**src/rtl/ant_nav_ctrl_pkg.sv**
```systemverilog
// Shared definitions for the ant navigation controller.
// Holds the move codes, the controller state encoding and the default
// pheromone trail ID width. Imported by ant_nav_ctrl and ant_ph_tracker.
package ant_nav_ctrl_pkg;

  localparam int PH_WIDTH_DEFAULT = 4;

  typedef enum logic [1:0] {
    HALT    = 2'd0,
    RIGHT   = 2'd1,
    LEFT    = 2'd2,
    FORWARD = 2'd3
  } move_t;

  typedef enum logic [2:0] {
    IDLE   = 3'd0,
    FOLLOW = 3'd1,
    CORNER = 3'd2,
    SPIN   = 3'd3,
    DONE   = 3'd4
  } state_t;

endpackage

```
**src/rtl/ant_ph_tracker.sv**
```systemverilog
// Pheromone trail tracker.
// Owns the current lap ID, detects a revisit of our own trail on a forward
// move (flip_o), advances the lap ID on a flip and registers the ID to drop.
// Ports:
//   clk, rst_n   clock, asynchronous active-low reset
//   forward_i    decided move is FORWARD in a state where a loop flip is legal
//   drop_fwd     next move is FORWARD (deposit a trail mark)
//   ph_detected  pheromone ID sensed at the current cell
//   flip_o       revisit detected this cycle (combinational)
//   ph_drop      registered pheromone ID to deposit, 0 = none
module ant_ph_tracker
  import ant_nav_ctrl_pkg::*;
#(
  parameter int PH_WIDTH = PH_WIDTH_DEFAULT
) (
  input  logic                clk,
  input  logic                rst_n,
  input  logic                forward_i,
  input  logic                drop_fwd,
  input  logic [PH_WIDTH-1:0] ph_detected,
  output logic                flip_o,
  output logic [PH_WIDTH-1:0] ph_drop
);

  logic [PH_WIDTH-1:0] lap_id;
  logic [PH_WIDTH-1:0] lap_next;

  // Lap ID skips 0 on wrap, since 0 on the floor means "no pheromone".
  assign lap_next = (lap_id == {PH_WIDTH{1'b1}}) ? PH_WIDTH'(1) : lap_id + PH_WIDTH'(1);
  assign flip_o   = forward_i && (ph_detected == lap_id);

  always_ff @(posedge clk or negedge rst_n) begin
    if (!rst_n) begin
      lap_id  <= PH_WIDTH'(1);
      ph_drop <= '0;
    end else begin
      if (flip_o) lap_id <= lap_next;
      // The flipping move already marks the floor with the new lap.
      ph_drop <= drop_fwd ? (flip_o ? lap_next : lap_id) : '0;
    end
  end

endmodule

```
**src/rtl/ant_nav_ctrl.sv**
```systemverilog
// Maze-navigation controller for the ant agent (wall follower).
// Follows a wall on a selectable side, forces a timed spin when stuck,
// latches a finish on escape and flips the follow side when it crosses
// its own pheromone trail.
// Ports:
//   clk, rst_n      clock, asynchronous active-low reset
//   ant_l, ant_r    left/right antenna touch
//   hit             frontal collision
//   escape          exit reached
//   ph_detected     pheromone ID at the current cell
//   ph_drop         registered pheromone ID to deposit
//   move            registered move code (HALT/RIGHT/LEFT/FORWARD)
//   side_left       registered follow side, 1 = left-hand wall
module ant_nav_ctrl
  import ant_nav_ctrl_pkg::*;
#(
  parameter int PH_WIDTH    = PH_WIDTH_DEFAULT,
  parameter bit FOLLOW_LEFT = 1'b1,
  parameter int STUCK_LIMIT = 12,
  parameter int SPIN_CYC    = 3
) (
  input  logic                clk,
  input  logic                rst_n,
  input  logic                ant_l,
  input  logic                ant_r,
  input  logic                hit,
  input  logic                escape,
  input  logic [PH_WIDTH-1:0] ph_detected,
  output logic [PH_WIDTH-1:0] ph_drop,
  output logic [1:0]          move,
  output logic                side_left
);

  localparam logic [7:0] STUCK_MAX = 8'(STUCK_LIMIT);
  localparam logic [7:0] SPIN_LAST = 8'(SPIN_CYC - 1);

  state_t     state, nxt_state;
  move_t      move_q, nxt_move, decided, toward, away;
  logic [7:0] stuck_cnt, nxt_stuck;
  logic [7:0] spin_cnt, nxt_spin;
  logic [8:0] stuck_inc;
  logic       had_wall, nxt_had_wall;
  logic       w, o;
  logic       forward_q, drop_fwd, flip;

  assign w         = side_left ? ant_l : ant_r;
  assign o         = side_left ? ant_r : ant_l;
  assign toward    = side_left ? LEFT : RIGHT;
  assign away      = side_left ? RIGHT : LEFT;
  assign stuck_inc = {1'b0, stuck_cnt} + 9'd1;
  assign move      = move_q;

  ant_ph_tracker #(.PH_WIDTH(PH_WIDTH)) u_ph (
    .clk         (clk),
    .rst_n       (rst_n),
    .forward_i   (forward_q),
    .drop_fwd    (drop_fwd),
    .ph_detected (ph_detected),
    .flip_o      (flip),
    .ph_drop     (ph_drop)
  );

  // State and datapath registers
  always_ff @(posedge clk or negedge rst_n) begin
    if (!rst_n) begin
      state     <= IDLE;
      move_q    <= HALT;
      stuck_cnt <= '0;
      spin_cnt  <= '0;
      had_wall  <= 1'b0;
      side_left <= FOLLOW_LEFT;
    end else begin
      state     <= nxt_state;
      move_q    <= nxt_move;
      stuck_cnt <= nxt_stuck;
      spin_cnt  <= nxt_spin;
      had_wall  <= nxt_had_wall;
      if (flip) side_left <= ~side_left;
    end
  end

  // Next-state and move decision
  always_comb begin
    nxt_state    = state;
    nxt_move     = HALT;
    nxt_stuck    = stuck_cnt;
    nxt_spin     = spin_cnt;
    nxt_had_wall = had_wall;
    decided      = FORWARD;
    case (state)
      IDLE: begin
        nxt_move  = FORWARD;
        nxt_state = FOLLOW;
      end
      FOLLOW: begin
        nxt_had_wall = w;
        if (hit)            decided = away;
        else if (o && !w)   decided = away;
        else if (w)         decided = FORWARD;
        else if (had_wall)  decided = toward;
        else                decided = FORWARD;

        if (decided == FORWARD) begin
          nxt_move  = FORWARD;
          nxt_stuck = '0;
        end else if (stuck_inc >= 9'(STUCK_LIMIT)) begin
          // Watchdog: the would-be turn becomes the first spin step.
          nxt_move  = away;
          nxt_state = SPIN;
          nxt_stuck = STUCK_MAX;
          nxt_spin  = SPIN_LAST;
        end else begin
          nxt_move  = decided;
          nxt_stuck = stuck_inc[7:0];
          // Only the lost-wall rule turns toward the wall.
          if (decided == toward) nxt_state = CORNER;
        end
      end
      CORNER: begin
        nxt_move     = FORWARD;
        nxt_state    = FOLLOW;
        nxt_had_wall = 1'b0;
        nxt_stuck    = '0;
      end
      SPIN: begin
        nxt_move = away;
        if (spin_cnt == 8'd0) begin
          nxt_state    = FOLLOW;
          nxt_stuck    = '0;
          nxt_had_wall = 1'b0;
        end else begin
          nxt_spin = spin_cnt - 8'd1;
        end
      end
      DONE:    nxt_move  = HALT;
      default: nxt_state = IDLE;
    endcase
    if (escape) begin
      nxt_state = DONE;
      nxt_move  = HALT;
    end
  end

  // Qualifiers handed to the pheromone tracker
  always_comb begin
    drop_fwd  = (nxt_move == FORWARD);
    forward_q = ((state == FOLLOW) || (state == CORNER)) && drop_fwd && !escape;
  end

endmodule

```
**config.mk**
```make
export PLATFORM = sky130hd
export DESIGN_NAME = ant_nav_ctrl
export DESIGN_NICKNAME = d
export VERILOG_FILES = /design/src/rtl/ant_nav_ctrl_pkg.sv /design/src/rtl/ant_ph_tracker.sv /design/src/rtl/ant_nav_ctrl.sv
export SDC_FILE = /design/constraint.sdc
export NUM_CORES = 1
export LEC_CHECK = 0
export CAP_MARGIN = 20
export CORE_MARGIN = 2
export CORE_UTILIZATION = 43
export CTS_BUF_LIST = sky130_fd_sc_hd__clkbuf_8
export CTS_CLUSTER_DIAMETER = 80
export DETAILED_ROUTE_END_ITERATION = 16
export SETUP_SLACK_MARGIN = 0.2
export SLEW_MARGIN = 20
export SYNTH_ARGS = -nofsm -noshare
export SYNTH_HDL_FRONTEND = slang
export SYNTH_SLANG_ARGS = --single-unit
```
**constraint.sdc**
```tcl
create_clock -name clk -period 2.2 [get_ports clk]
set_input_delay 0.22 -clock clk [delete_from_list [all_inputs] [get_ports clk]]
set_output_delay 0.22 -clock clk [all_outputs]
set_load 0.01 [all_outputs]
```
==> results.cfg, run 1 <==
[outcome]
status = complete, no violations

[clock_tree]
clock_sinks = 31
cts_tree = built
cts-root-buf = clkbuf_8
holdBufCountCts = 0
worstSkewPairLatency_ps = 280
htree_levels = 2
cts-buffers-inserted = 5
path_clk_slew_ps = 60
cts_max_path_buffers = 2

[setup_path]
path_max_fanout = 4
critPathCaptureType = register
endpoint = u_ph.lap_id[1]
r2r_cells = 7
rr_startpoint = stuck_cnt[0]
rrSetupSlack_ps = 140
critPathKind = reg2reg
cp_top_family = compound AO/OA/AOI/OAI gates
startpoint = stuck_cnt[0]
worst_setup_path_start_kind = register
slowest_stage = dfrtp_2
cp_data_arrival_time_ps = 2220
cp.required_ps = 2360
crit_chain = ha_4 > nand3b_4 > mux2i_4 > a21oi_4 > a32o_2 > o211ai_4 > mux2_4
crit_cells = 7
cp_num_buf_inv = 0
cpPeakStageDelay_ps = 420
r2r_end = u_ph.lap_id[1]

[synthesis]
ys.flop_type = dfrtp_1
synth_fp_nets = 200
synth_cells = 185
syn_area_um2 = 1900
ys_seq_area_share_pct = 40.9
synth-seq-cells = 31
synth_edf_count = 0
async_flop_share_pct = 100
synth_warnings = 0
avgSynthCellArea_um2 = 10.3
yosysUniqueCellTypes = 59

[drt]
initialDrtViolationCount = 72
first_pass_iters = 4
wl_per_cell_um = 14.6
routed_via_density = 5.36
vias = 1463
drc_errors = 0
wirelength_um = 3980
ant_nets = 0

[timing]
tightest_slew_ps = 405
timing.final.hold_violations = 0
finalClockSkew_ps = 4.35
min_period_over_period_pct = 93.7
slew_headroom_pct = 73.0
setup_ws_ps = 139
fmax_ghz = 0.485
tns_ps = 0
slew_violations = 0
grt_setup_unrepaired = true
setup_viol = 0
period_needed_ps = 2060

[place]
place_congestion = 0.868
port_buffers = 16
dp_hpwl_um = 2940
post-place-ws_ps = -86.7

[layout]
final_cell_mix = 27 x dfrtp_1, 22 x nor2_1, 19 x buf_4
n_antenna_cell = 0
final_common_cell = dfrtp_1
drive_above_1_share_pct = 24.9
fin_nets = 235
syn_to_final_growth_pct = 25.2

[power]
power_frac_seq_pct = 48.3
p_comb_share_pct = 13.3
intPower_mw = 0.946
p_clk_share_pct = 38.4
power_mw = 1.24
p_leak_nw = 0.988
power.net_switching_mw = 0.293
irDropWorstVdd_mv = 0.386
power_switching_share_pct = 23.6
p_per_area_nw_per_um2 = 520

[global_route]
grt-ovfl-total = 0
grt_pass1_wl_um = 6930
grtUsageTotal_pct = 17.7
first_global_vias = 1462
antenna_found_initial = 0
grt_max_degree = 32

[die]
ios = 17
core_um2 = 4290
die_height_um = 70.5
die_x_um = 70.5
dieArea_um2 = 4970
initial_core_util_pct = 44.3
num_rows = 24

[min_path]
hold_path_class = in2async

[flow_run]
max_cap_violations = 0
==> synth_stat cells, types with 2 or more instances <==
cell	number	area (um2)
dfrtp_1	29	726
nor2_1	23	86.3
inv_1	10	37.5
nand2_1	10	37.5
xnor2_1	9	78.8
and2_1	6	37.5
xor2_1	6	52.6
ha_1	5	62.6
nand3_1	5	25.0
o21ai_0	5	25.0
and3_1	4	25.0
nand2b_1	4	25.0
nor3_1	4	20.0
a21oi_1	3	15.0
buf_2	3	15.0
o211ai_1	3	22.5
a211oi_1	2	15.0
a21o_1	2	15.0
and4_1	2	17.5
buf_4	2	15.0
dfstp_2	2	52.6
mux2_4	2	30.0
mux2i_1	2	20.0
nor2b_1	2	12.5
nor4_4	2	42.5
nor4b_2	2	30.0
o2111ai_1	2	17.5
o21a_1	2	15.0
o31ai_1	2	15.0
==> cell families (layout without fill, tap and decap cells) <==
kind of cell	count (synthesis)	after routing	synth area share [%]
DFF	31	31	40.9
xor gates and xnor gates	15	15	6.90
muxes	5	5	3.81
AOI/OAI and AO/OA	39	39	17.6
buffers and inverters	17	53	4.34
and+or+nand+nor	73	73	23.1
adders and majority gates	5	5	3.29
==> state kept, by name (all words and copies together) (netlist names) <==
register / count
had_wall: 1
move: 2
side_left: 1
spin_cnt: 8
state: 3
stuck_cnt: 8
u_ph.lap_id: 4
u_ph.ph_drop: 4
==> layout make-up <==
class / instances / area, um2
Tap cell: 52 / 65.1
Multi-Input combinational cell: 137 / 1100
Fill cell: 370 / 1910
Clock inverter: 1 / 3.75
Timing Repair Buffer: 35 / 303
Inverter: 10 / 37.5
Clock buffer: 7 / 96.3
Sequential cell: 31 / 781
==> per-layer routing <==
| metal | track usage [%] | wire length, um | vias to the layer above |
|---|---|---|---|
| met4 | 5.77 | 78 | 0 |
| met1 | 23.7 | 1940 | 709 |
| met5 | 0 | 0 | - |
| met2 | 27.9 | 1840 | 23 |
| met3 | 4.62 | 119 | 7 |
| li1 | - | - | 724 |
==> worst min-delay path by stage <==
stage	start	end
floorplan	rst_n	had_wall
finish	rst_n	stuck_cnt[0]
CTS	rst_n	stuck_cnt[4]
global placement	stuck_cnt[5]	stuck_cnt[5]
global route	rst_n	had_wall
detailed placement	stuck_cnt[6]	stuck_cnt[6]
==> power by group through the flow <==
stage          clock, mW  combinational [mW]  sequential, mW
2_1_floorplan          0              0.0772           0.615
3_3_place_gp           0               0.150           0.607
3_5_place_dp           0               0.154           0.609
4_1_cts            0.489               0.162           0.599
5_1_grt            0.520               0.185           0.600
6_report           0.476               0.165           0.598
==> timing repair <==
item	4_1_cts	5_1_grt
gates resized for setup	1	6
setup endpoints to repair	9	21
setup buffers	1	1
pin swaps	5	0
==> stage by stage <==
| step | hold slack [ps] | utilization (%) | instances | instance area, um2 |
|---|---|---|---|---|
| 6_report | 335 | 55.5 | 273 | 2380 |
| 2_1_floorplan | -75.6 | - | 185 | 1920 |
| 3_3_place_gp | 471 | 51.8 | 263 | 2230 |
| 5_1_grt | 368 | 55.5 | 273 | 2380 |
| 4_1_cts | 340 | 54.5 | 272 | 2340 |
| 3_5_place_dp | 478 | 51.8 | 263 | 2230 |
(Power assumes the default switching activity.)
==> inputs of run 2 (changes only) <==
--- a/config.mk
+++ b/config.mk
@@ -6,7 +6,6 @@
 export NUM_CORES = 1
 export LEC_CHECK = 0
 export CAP_MARGIN = 20
-export CORE_MARGIN = 2
 export CORE_UTILIZATION = 43
 export CTS_BUF_LIST = sky130_fd_sc_hd__clkbuf_8
 export CTS_CLUSTER_DIAMETER = 80
==> run 2 against run 1 <==
Critical path depth stayed put. Global-route usage is 2.0 points higher. Register-to-register slack hardly changed. Clock power is 22% higher. Wire length is 1.6% higher. Power is 8.1% higher. Via count is 1.3% higher. Sequential share of layout area is 0.90 points lower.
==> results.cfg, run 2 (synthesis results as in run 1) <==
[setup_path]
worst_setup_path_start_kind = register
rrSetupSlack_ps = 150
cpPeakStageDelay_ps = 420
critPathCaptureType = register
r2r_end = u_ph.lap_id[1]
rr_startpoint = stuck_cnt[1]
crit_chain = ha_4 > nand3b_4 > mux2i_4 > a21oi_4 > a32o_2 > o211ai_4 > mux2_4
cp_num_buf_inv = 0
startpoint = stuck_cnt[1]
cp.required_ps = 2370
path_max_fanout = 5
critPathKind = reg2reg
cp_top_family = compound AO/OA/AOI/OAI gates
r2r_cells = 7
cp_data_arrival_time_ps = 2220
slowest_stage = dfrtp_2

[global_route]
grt-ovfl-total = 0
first_global_vias = 1460
antenna_found_initial = 0
grtUsageTotal_pct = 19.7
grt_pass1_wl_um = 6580
grt_max_degree = 32

[die]
dieArea_um2 = 4700
die_height_um = 68.5
die_x_um = 68.5
initial_core_util_pct = 46.2
num_rows = 23
ios = 17
core_um2 = 4120

[clock_tree]
cts-buffers-inserted = 5
worstSkewPairLatency_ps = 280
htree_levels = 2
cts-root-buf = clkbuf_8
clock_sinks = 31
path_clk_slew_ps = 70
cts_max_path_buffers = 2
cts_tree = built

[place]
port_buffers = 16
post-place-ws_ps = -88.4
dp_hpwl_um = 2830
dp.cells = 262
place_congestion = 0.818

[timing]
tightest_slew_ps = 419
grt_setup_unrepaired = true
timing.final.hold_violations = 0
setup_ws_ps = 150
fmax_ghz = 0.488
slew_headroom_pct = 71.8
finalClockSkew_ps = 7.02
min_period_over_period_pct = 93.2
slew_violations = 0
period_needed_ps = 2050
setup_viol = 0
tns_ps = 0

[layout]
syn_to_final_growth_pct = 28.8
final_common_cell = dfrtp_1
final_cell_mix = 27 x dfrtp_1, 19 x nor2_1, 19 x buf_4
final_core_util_pct = 59.6
fillCellCount = 336
fin_nets = 238
fin_cells = 274
drive_above_1_share_pct = 27.7
largest_registers = spin_cnt: 8 flops, stuck_cnt: 8 flops
n_antenna_cell = 0

[outcome]
status = complete, no violations

[drt]
first_pass_iters = 4
ant_nets = 0
wl_per_cell_um = 14.7
wirelength_um = 4040
initialDrtViolationCount = 67
vias = 1482
drc_errors = 0
routed_via_density = 5.41

[power]
power_switching_share_pct = 23.1
p_per_area_nw_per_um2 = 546
p_comb_share_pct = 12.1
irDropWorstVdd_mv = 0.255
intPower_mw = 1.03
p_leak_nw = 1.01
power_frac_seq_pct = 44.6
power_mw = 1.34
p_clk_share_pct = 43.2
power.net_switching_mw = 0.309

[flow_run]
max_cap_violations = 0

[min_path]
hold_path_class = in2async
==> run 2: cell count changes in the layout (fill, tap and decap cells not counted), sizes merged <==
cell / change
clkinv: +1
clkbuf: -1
bufinv: +1
inv: -1
buf: +3
==> run 2: worst max path at each step <==
stage	endpoint	slack [ps]	cells past startpoint
after floorplan	u_ph.lap_id[1]	110	7
after global placement	u_ph.lap_id[1]	-10	7
after detailed placement	u_ph.lap_id[1]	-90	7
after CTS	u_ph.lap_id[1]	140	7
after global routing	u_ph.lap_id[1]	60	7
final	u_ph.lap_id[1]	150	7
==> run 2: layer usage <==
metal	track usage [%]	up-vias	part of all wire [%]
li1	-	732	-
met1	24.5	709	44
met2	30.6	34	50
met3	6.41	7	4.6
met4	9.11	0	1.6
met5	0	-	0
==> run 2: stage by stage <==
step / hold WS [ps] / area [um2]
3_5_place_dp: 486 / 2230
5_1_grt: 378 / 2450
3_3_place_gp: 470 / 2230
2_1_floorplan: -75.6 / 1920
6_report: 331 / 2450
4_1_cts: 351 / 2370
==> run 2: what timing repair did <==
item                                    CTS  global route
pin swaps                                 4             3
endpoints found under the setup margin   10            20
buffers inserted                          0             4
hold buffers                              0             0
resized for setup                         6             7
hold endpoints to repair                  0             0
==> run 2: area by class of cell <==
type	count	area [um2]	share of cell area [%]
clock buffers	6	82.6	3.37
multi-input cells	137	1110	45.2
flip-flops and latches	31	781	31.9
clock inverters	2	35.0	1.43
repair buffers	38	345	14.1
inverters	10	37.5	1.53
well taps	50	62.6	2.55
==> run 2: power groups by stage <==
stage          logic (mW)  registers, mW  clock network, mW
3_5_place_dp        0.154          0.609                  0
4_1_cts             0.158          0.598              0.596
2_1_floorplan      0.0772          0.615                  0
3_3_place_gp        0.149          0.607                  0
5_1_grt             0.178          0.600              0.631
6_report            0.163          0.598              0.579
==> inputs of run 3 (changes only) <==
--- a/config.mk
+++ b/config.mk
@@ -10,6 +10,7 @@
 export CTS_BUF_LIST = sky130_fd_sc_hd__clkbuf_8
 export CTS_CLUSTER_DIAMETER = 80
 export DETAILED_ROUTE_END_ITERATION = 16
+export PLACE_DENSITY = 0.72
 export SETUP_SLACK_MARGIN = 0.2
 export SLEW_MARGIN = 20
 export SYNTH_ARGS = -nofsm -noshare
==> constraint.sdc (replaced) <==
create_clock -name clk -period 2.2 [get_ports clk]
set_input_delay 0.22 -clock clk [delete_from_list [all_inputs] [get_ports clk]]
set_output_delay 0.22 -clock clk [all_outputs]
set_load 0.02 [all_outputs]
==> run 3 against run 2 <==
Final cell count rose by 0.73%. Critical path depth decreased by 1. Combinational power about the same. Maximum frequency is 0.67% higher. Power decreased by 9.4%. Sequential power is essentially flat. Setup slack gained 14 ps. Non-clock buffer count increased by 2. Highest routed layer unchanged.
==> results.cfg, run 3 (synthesis results as in run 1) <==
[outcome]
status = complete, no violations

[layout]
final_cell_mix = 27 x dfrtp_1, 23 x nor2_1, 23 x buf_4
syn_to_final_growth_pct = 26.5
largest_registers = spin_cnt: 8 flops, stuck_cnt: 8 flops
fin_nets = 240
design_area_um2 = 2410
final_common_cell = dfrtp_1
drive_above_1_share_pct = 26.5
n_antenna_cell = 0

[timing]
period_needed_ps = 2040
timing.final.hold_violations = 0
slew_violations = 0
fmax_ghz = 0.491
holdWs_ps = 314
grt_setup_unrepaired = true
slew_headroom_pct = 71.9
setup_viol = 0
min_period_over_period_pct = 92.6
finalClockSkew_ps = 6.04
tightest_slew_ps = 418

[global_route]
first_global_vias = 1492
grt_pass1_wl_um = 6610
grtUsageTotal_pct = 19.4
grt-ovfl-total = 0
antenna_found_initial = 0
grt_max_degree = 32

[clock_tree]
htree_levels = 2
clock_sinks = 31
holdBufCountCts = 0
cts_max_path_buffers = 2
cts-buffers-inserted = 5
worstSkewPairLatency_ps = 290
cts-root-buf = clkbuf_8
path_clk_slew_ps = 70
cts_tree = built

[drt]
routed_via_density = 5.29
initialDrtViolationCount = 29
m1WireLength_um = 1780
wl_per_cell_um = 13.6
vias = 1461
drc_errors = 0
top_layer_used = met4
first_pass_iters = 4
wirelength_um = 3740
wl_met3_um = 106
dr_wl_met2_um = 1790
ant_nets = 0

[place]
dp_hpwl_um = 2690
place_congestion = 0.884
placed_cell_area_um2 = 2250
port_buffers = 16

[setup_path]
critPathKind = reg2reg
critPathCaptureType = register
path_max_fanout = 8
worst_setup_path_start_kind = register
cp_data_arrival_time_ps = 2210
cp.required_ps = 2380

[die]
die_height_um = 68.5
initial_core_util_pct = 46.2
dieArea_um2 = 4700
ios = 17
die_x_um = 68.5
core_um2 = 4120
num_rows = 23

[min_path]
hold_path_class = in2async

[power]
irDropWorstVdd_mv = 0.256
p_per_area_nw_per_um2 = 504
p_leak_nw = 0.992

[flow_run]
max_cap_violations = 0
[run 3: changes by cell type in the layout (fill, tap and decap cells not counted), sizes merged]
cell,change
buf,+2
clkinvlp,+2
bufinv,-1
clkbuf,-1
[run 3: cell type report]
type | count | area, um2
Fill cell | 368 | 1710
Multi-Input combinational cell | 137 | 1090
Sequential cell | 31 | 781
Timing Repair Buffer | 40 | 344
Clock buffer | 5 | 68.8
Tap cell | 50 | 62.6
Inverter | 10 | 37.5
Clock inverter | 3 | 20.0
[run 3: stage by stage]
step | cells | utilization, % | setup WS (ps) | power, mW | TNS (ps)
finish | 276 | 58.5 | 163 | 1.21 | 0
global route | 276 | 58.5 | 113 | 1.27 | 0
CTS | 274 | 57.3 | 160 | 1.22 | 0
detailed placement | 265 | 54.8 | -57.4 | 0.764 | -79.1
global placement | 265 | 54.8 | -13.0 | 0.760 | -13.0
floorplan | 185 | - | 106 | 0.692 | 0
[run 3: worst max-delay path, stage by stage (launching register included)]
cell and delay [ps]:
dfstp_2 620, nand2b_1 90, o221ai_2 240, o221ai_1 150
a211o_2 400, o211ai_4 110, mux2_4 320
[run 3: final timing paths]
path                              startpoint              to  slack, ps  cells after the start
worst max-delay path               side_left  u_ph.lap_id[1]        160                      6
worst min-delay path                   rst_n        had_wall        310                      2
worst max register to register     side_left  u_ph.lap_id[1]        160                      6
worst min register to register  stuck_cnt[5]    stuck_cnt[5]        490                      1
max in group asynchronous              rst_n  u_ph.lap_id[0]       1570                      2
min in group clk                stuck_cnt[5]    stuck_cnt[5]        490                      1
[run 3: what timing repair did]
item	4_1_cts	5_1_grt
gates resized for setup	1	6
buffers inserted	1	2
pin swaps	5	3
setup endpoints to repair	9	10
[run 3: where the power goes]
part,internal (mW),total [mW],switching (mW)
sequential,0.584,0.598,0.0140
clock,0.220,0.451,0.231
combinational,0.0802,0.163,0.0831
[run 3: layer usage]
metal	vias to the layer above	GRT usage, %
met4	0	7.81
met2	25	32.0
li1	738	-
met5	-	0
met3	6	4.44
met1	692	24.5
